`src/rtl/frv_dmem_arbiter_pkg.sv`:
```
// Shared constants for the data-memory arbiter: port identifiers and the
// width of the outstanding-transaction counter.
package frv_dmem_arbiter_pkg;

  // Identifier stored in the ID FIFO for each accepted transaction.
  localparam logic ARB_PORT_LSU = 1'b0;
  localparam logic ARB_PORT_AUX = 1'b1;

  // Wide enough to hold a count of 0..8 outstanding transactions.
  localparam int ARB_CNT_W = 4;

endpackage

```
`src/rtl/frv_dmem_idfifo.sv`:
```
// Circular FIFO of 1-bit owner IDs, one entry per accepted bus transaction.
// The oldest entry (head) identifies the requester owning the next response.
module frv_dmem_idfifo
  import frv_dmem_arbiter_pkg::*;
#(
  parameter int DEPTH = 2
) (
  input  logic                 g_clk,
  input  logic                 g_reset,
  input  logic                 push,
  input  logic                 push_id,
  input  logic                 pop,
  output logic                 head,
  output logic [ARB_CNT_W-1:0] count,
  output logic                 full,
  output logic                 empty
);

  localparam int              PTR_W = (DEPTH > 1) ? $clog2(DEPTH) : 1;
  localparam logic [PTR_W-1:0] LAST = PTR_W'(DEPTH - 1);

  logic [PTR_W-1:0]     wr_ptr_q, wr_ptr_d;
  logic [PTR_W-1:0]     rd_ptr_q, rd_ptr_d;
  logic [ARB_CNT_W-1:0] cnt_q, cnt_d;
  logic [DEPTH-1:0]     mem_q, mem_d;

  // Next-state for pointers, count and storage; callers never push when
  // full or pop when empty.
  always_comb begin
    // NOTE: every signal gets a default first so no path leaves it unassigned (no latch).
    mem_d    = mem_q;
    wr_ptr_d = wr_ptr_q;
    rd_ptr_d = rd_ptr_q;
    cnt_d    = cnt_q;
    if (push) begin
      mem_d[wr_ptr_q] = push_id;
      wr_ptr_d        = (wr_ptr_q == LAST) ? '0 : wr_ptr_q + 1'b1;
    end
    if (pop) begin
      rd_ptr_d = (rd_ptr_q == LAST) ? '0 : rd_ptr_q + 1'b1;
    end
    unique case ({push, pop})
      2'b10:   cnt_d = cnt_q + 1'b1;
      2'b01:   cnt_d = cnt_q - 1'b1;
      default: cnt_d = cnt_q;
    endcase
  end

  // Control state, cleared by synchronous reset.
  always_ff @(posedge g_clk) begin
    // NOTE: sequential state uses non-blocking assignments so all flops update together.
    if (g_reset) begin
      wr_ptr_q <= '0;
      rd_ptr_q <= '0;
      cnt_q    <= '0;
    end else begin
      wr_ptr_q <= wr_ptr_d;
      rd_ptr_q <= rd_ptr_d;
      cnt_q    <= cnt_d;
    end
  end

  // ID storage.
  always_ff @(posedge g_clk) begin
    // NOTE: storage is not reset; an entry is only read after it has been written.
    mem_q <= mem_d;
  end

  assign head  = mem_q[rd_ptr_q];
  assign count = cnt_q;
  assign full  = (cnt_q == ARB_CNT_W'(DEPTH));
  assign empty = (cnt_q == '0);

endmodule

```
`src/rtl/frv_dmem_arbiter.sv`:
```
// Two-port arbiter in front of the core data-memory bus. Requests are
// arbitrated with locked round-robin; responses return in order to the
// requester recorded in the ID FIFO.
module frv_dmem_arbiter
  import frv_dmem_arbiter_pkg::*;
#(
  parameter int XLEN        = 32,
  parameter int OUTSTANDING = 2
) (
  input  logic                 g_clk,
  input  logic                 g_reset,
  input  logic                 c0_req,
  output logic                 c0_gnt,
  input  logic                 c0_wen,
  input  logic [3:0]           c0_strb,
  input  logic [XLEN-1:0]      c0_addr,
  input  logic [XLEN-1:0]      c0_wdata,
  output logic                 c0_recv,
  input  logic                 c0_ack,
  output logic                 c0_error,
  output logic [XLEN-1:0]      c0_rdata,
  input  logic                 c1_req,
  output logic                 c1_gnt,
  input  logic                 c1_wen,
  input  logic [3:0]           c1_strb,
  input  logic [XLEN-1:0]      c1_addr,
  input  logic [XLEN-1:0]      c1_wdata,
  output logic                 c1_recv,
  input  logic                 c1_ack,
  output logic                 c1_error,
  output logic [XLEN-1:0]      c1_rdata,
  output logic                 m_req,
  input  logic                 m_gnt,
  output logic                 m_wen,
  output logic [3:0]           m_strb,
  output logic [XLEN-1:0]      m_addr,
  output logic [XLEN-1:0]      m_wdata,
  input  logic                 m_recv,
  output logic                 m_ack,
  input  logic                 m_error,
  input  logic [XLEN-1:0]      m_rdata,
  output logic [ARB_CNT_W-1:0] outstanding,
  output logic                 spurious
);

  logic sel_q, sel_d;
  logic lock_q, lock_d;
  logic rr_q, rr_d;
  logic sel, sel_req, accept, pop;
  logic fifo_head, fifo_full, fifo_empty;

  frv_dmem_idfifo #(.DEPTH(OUTSTANDING)) u_idfifo (
    .g_clk   (g_clk),
    .g_reset (g_reset),
    .push    (accept),
    .push_id (sel),
    .pop     (pop),
    .head    (fifo_head),
    .count   (outstanding),
    .full    (fifo_full),
    .empty   (fifo_empty)
  );

  // Port selection: a pending (locked) request keeps its port, otherwise
  // a lone requester wins and contention goes to the round-robin favourite.
  always_comb begin
    sel = sel_q;
    if (!lock_q) begin
      unique case ({c1_req, c0_req})
        2'b01:   sel = ARB_PORT_LSU;
        2'b10:   sel = ARB_PORT_AUX;
        2'b11:   sel = rr_q;
        default: sel = sel_q;
      endcase
    end
  end

  // Request path: the selected payload passes straight through; a full ID
  // FIFO blocks the request even if a response pops in the same cycle.
  assign sel_req = (sel == ARB_PORT_AUX) ? c1_req : c0_req;
  assign m_req   = !g_reset && sel_req && !fifo_full;
  assign accept  = m_req && m_gnt;
  assign m_wen   = (sel == ARB_PORT_AUX) ? c1_wen   : c0_wen;
  assign m_strb  = (sel == ARB_PORT_AUX) ? c1_strb  : c0_strb;
  assign m_addr  = (sel == ARB_PORT_AUX) ? c1_addr  : c0_addr;
  assign m_wdata = (sel == ARB_PORT_AUX) ? c1_wdata : c0_wdata;
  assign c0_gnt  = accept && (sel == ARB_PORT_LSU);
  assign c1_gnt  = accept && (sel == ARB_PORT_AUX);

  // Response path: the FIFO head owns the response; data is broadcast.
  assign c0_recv  = !g_reset && m_recv && !fifo_empty && (fifo_head == ARB_PORT_LSU);
  assign c1_recv  = !g_reset && m_recv && !fifo_empty && (fifo_head == ARB_PORT_AUX);
  assign c0_error = m_error && c0_recv;
  assign c1_error = m_error && c1_recv;
  assign c0_rdata = m_rdata;
  assign c1_rdata = m_rdata;
  assign m_ack    = !g_reset && !fifo_empty &&
                    ((fifo_head == ARB_PORT_AUX) ? c1_ack : c0_ack);
  assign pop      = m_recv && m_ack;
  assign spurious = !g_reset && m_recv && fifo_empty;

  // Arbiter next state: lock while a request waits for the bus, and favour
  // the other port after every accept.
  always_comb begin
    sel_d  = sel;
    lock_d = lock_q;
    rr_d   = rr_q;
    if (m_req) lock_d = !m_gnt;
    if (accept) rr_d = !sel;
  end

  // Arbiter state registers.
  always_ff @(posedge g_clk) begin
    if (g_reset) begin
      sel_q  <= ARB_PORT_LSU;
      lock_q <= 1'b0;
      rr_q   <= ARB_PORT_LSU;
    end else begin
      sel_q  <= sel_d;
      lock_q <= lock_d;
      rr_q   <= rr_d;
    end
  end

endmodule

```
`config.mk`:
```
export PLATFORM = sky130hd
export DESIGN_NAME = frv_dmem_arbiter
export DESIGN_NICKNAME = d
export VERILOG_FILES = /design/src/rtl/frv_dmem_arbiter_pkg.sv /design/src/rtl/frv_dmem_idfifo.sv /design/src/rtl/frv_dmem_arbiter.sv
export SDC_FILE = /design/constraint.sdc
export NUM_CORES = 1
export LEC_CHECK = 0
export CORE_AREA = 2 2 127 129
export DETAILED_ROUTE_END_ITERATION = 12
export DIE_AREA = 0 0 129 131
export SETUP_SLACK_MARGIN = 0.3
export SYNTH_ARGS = -nofsm -noshare
export SYNTH_HDL_FRONTEND = slang
export SYNTH_SLANG_ARGS = --single-unit
```
`constraint.sdc`:
```
create_clock -name g_clk -period 3.3 [get_ports g_clk]
set_clock_uncertainty 0.15 [all_clocks]
set_input_delay 0.33 -clock g_clk [delete_from_list [all_inputs] [get_ports g_clk]]
set_output_delay 0.33 -clock g_clk [all_outputs]
set_load 0.02 [all_outputs]
```
==> metrics, run 1 <==
status=finished, final reports clean; main flop type after synthesis=dfxtp_1; Critical Path Max Stage Delay=0.62 ns; DP Wirelength=6.46 mm; Worst Setup End Kind=primary output; commonest non-fill, non-tap cell in the layout=clkdlybuf4s50_1; warnings from Yosys=0; port bufs=228; routability cong.=0.723; setup_tns=0 ns; ys async rst share=0%; # rows=46; CTS clk-pin slew, worst paths=0.04 ns; Critical Setup Path Class=in -> out; fraction of layout cells with a size suffix above 1=3.84%; Storage cell area=240 µm²; Layout Cells excl Fill=737; pwr dens=282 nW/µm²; io pins=325; drt first pass iters=4; Peak Freq=353 MHz; initial drt markers=112; Crit-path slowest cell=clkdlybuf4s50_1; Core Box Area=15,600 µm²; Unique masters post-synth=31; post-synth top area cell=nand2_1; diode count=0; Residual DRC=0; first-pass GRT wire length=11.7 mm; final hold viol count=0; Setup crit start kind=primary input; largest fanout on the critical path=36; initial antenna violation count=0; post-synthesis sequential area ratio=12.1%; area occupied by multi-input gates=1220 µm²; top post-synthesis cells by area=nand2_1 40%, buf_4 24%, dfxtp_1 9.1%; routed length per placed instance=11.4 µm; Worst EP required=2.82 ns; MaxCap Viol Count=0; die width=129 µm; max-slew violations=0; vias in the first global route=2,478; grt ovf=0; Routed WL=8.41 mm; Final #Nets=705; Mapped Area=1980 µm²; clk_lat worst skew=0.24 ns; Hold WS=0.338 ns; Die ar.=16,900 µm²; Placed Cells incl. Taps=730; Syn Nets=543; WP data arrival=2.36 ns; initial core utilization=12.7%; Slew HR=70.4%; remaining antenna violation count after routing=0; number of flops mapped to enable cells by yosys=2; Worst VDD drop=134 µV; #FFs+latches synth=11; Pleak=1.85 nW; Mean Syn Cell Area=5.51 µm²; clk sink count=11; die height=131 µm; RSZ-0062 raised after global routing=no; Num CTS Buffers=3; hold buffers post-CTS=0; hold crit path type=reg -> reg; fillcell total=1,741; final setup fails=0; Tot GR Track Use=8.47%; clk buf depth=2; CTS tree=built; largest net degree at the start of global routing=73; via count=2,674; most frequent cells in the layout=227 x clkdlybuf4s50_1, 209 x nand2_1, 12 x nor2_1; Area Growth Syn to Fin=113%; H-Tree Depth=1; Yosys top cell area share=39.5%; Least-Margin Pin Slew=0.442 ns; Final period util=85.9%; CTS root buf=clkbuf_16; minimum clock period=2.84 ns; worst path cell trace=clkdlybuf4s50_1, nor2b_2, o2bb2ai_4, inv_2, buf_16, nand2_1, nand2_1, clkdlybuf4s50_1; Mapped Cells=360; vias per inst=3.63
## cell type report
class | count | share of cell area (%)
Multi-Input combinational cell | 266 | 28.8
Tap cell | 216 | 6.40
Timing Repair Buffer | 236 | 56.8
Inverter | 4 | 0.356
Sequential cell | 11 | 5.69
Clock buffer | 4 | 1.87
## cell usage after synthesis, drive strengths merged, types with 3 or more instances
library cell  count
ha                3
mux2i             4
a21oi             9
nor2             12
buf              66
nor3b             3
and3              4
clkbuf           13
inv               4
nand2           209
dfxtp             9
nor2b             3
## kinds of logic after synthesis
logic type	after synthesis	synth area share (%)
xor+xnor	2	0.883
mux	4	2.02
flops	11	12.1
buf+inv	83	27.9
compound gates	13	4.03
simple gates	243	50.2
fa+ha+maj	4	2.90
## metal layers
| metal | global-route usage (%) | part of all wire [%] | vias to the layer above |
|---|---|---|---|
| met5 | 0 | 0 | - |
| met4 | 2.69 | 1.7 | 0 |
| met3 | 2.85 | 9.8 | 20 |
| met2 | 13.5 | 46 | 147 |
| met1 | 10.8 | 42 | 1142 |
| li1 | - | - | 1365 |
## path summary, 6_finish.rpt
path	to	from	slack (ns)	cells past startpoint
max	m_wdata[19]	c1_req	0.46	8
min reg2reg	u_idfifo.wr_ptr_q$_SDFFE_PP0N_	u_idfifo.wr_ptr_q$_SDFFE_PP0N_	0.34	1
max reg2reg	u_idfifo.count[3]$_SDFFE_PP0P_	u_idfifo.count[1]$_SDFFE_PP0P_	0.48	9
min	u_idfifo.wr_ptr_q$_SDFFE_PP0N_	u_idfifo.wr_ptr_q$_SDFFE_PP0N_	0.34	1
## through the flow
| step | instance area, µm² | setup slack, ns | util (%) | power [mW] |
|---|---|---|---|---|
| 2_1_floorplan | 1980 | 0.553 | - | 0.605 |
| 3_3_place_gp | 4070 | 0.278 | 26.1 | 0.954 |
| 3_5_place_dp | 4070 | 0.211 | 26.1 | 0.951 |
| 4_1_cts | 4150 | 0.354 | 26.6 | 1.18 |
| 5_1_grt | 4220 | 0.316 | 27.1 | 1.27 |
| 6_report | 4220 | 0.464 | 27.1 | 1.19 |
## timing repair
action,4_1_cts,5_1_grt
setup buffers,0,2
gates resized for setup,0,7
setup endpoints to repair,0,68
## where the power goes
part	switching, mW	internal [mW]
Clock	0.0631	0.163
Sequential	0.00923	0.146
Combinational	0.377	0.432
## critical path: cells and delay by family
kind,cells,cell delay [ns]
buffers and inverters,4,1.50
AND/OR/NAND/NOR,3,0.38
AO/OA/AOI/OAI,1,0.11
## registers in the layout, indices dropped and copies added (netlist names)
register	count
u_idfifo.rd_ptr_q	1
u_idfifo.mem_q	2
rr_q	1
u_idfifo.count	4
lock_q	1
u_idfifo.wr_ptr_q	1
sel_q	1
Note: power is estimated with default switching activity, not from simulation.
==> inputs of run 2 (changes only) <==
--- a/config.mk
+++ b/config.mk
@@ -9,6 +9,7 @@
 export DETAILED_ROUTE_END_ITERATION = 12
 export DIE_AREA = 0 0 129 131
 export SETUP_SLACK_MARGIN = 0.3
+export SKIP_LAST_GASP = 1
 export SYNTH_ARGS = -nofsm -noshare
 export SYNTH_HDL_FRONTEND = slang
 export SYNTH_SLANG_ARGS = --single-unit
==> results of run 2 <==
Final layout, timing and power as in run 1 (identical DEF).
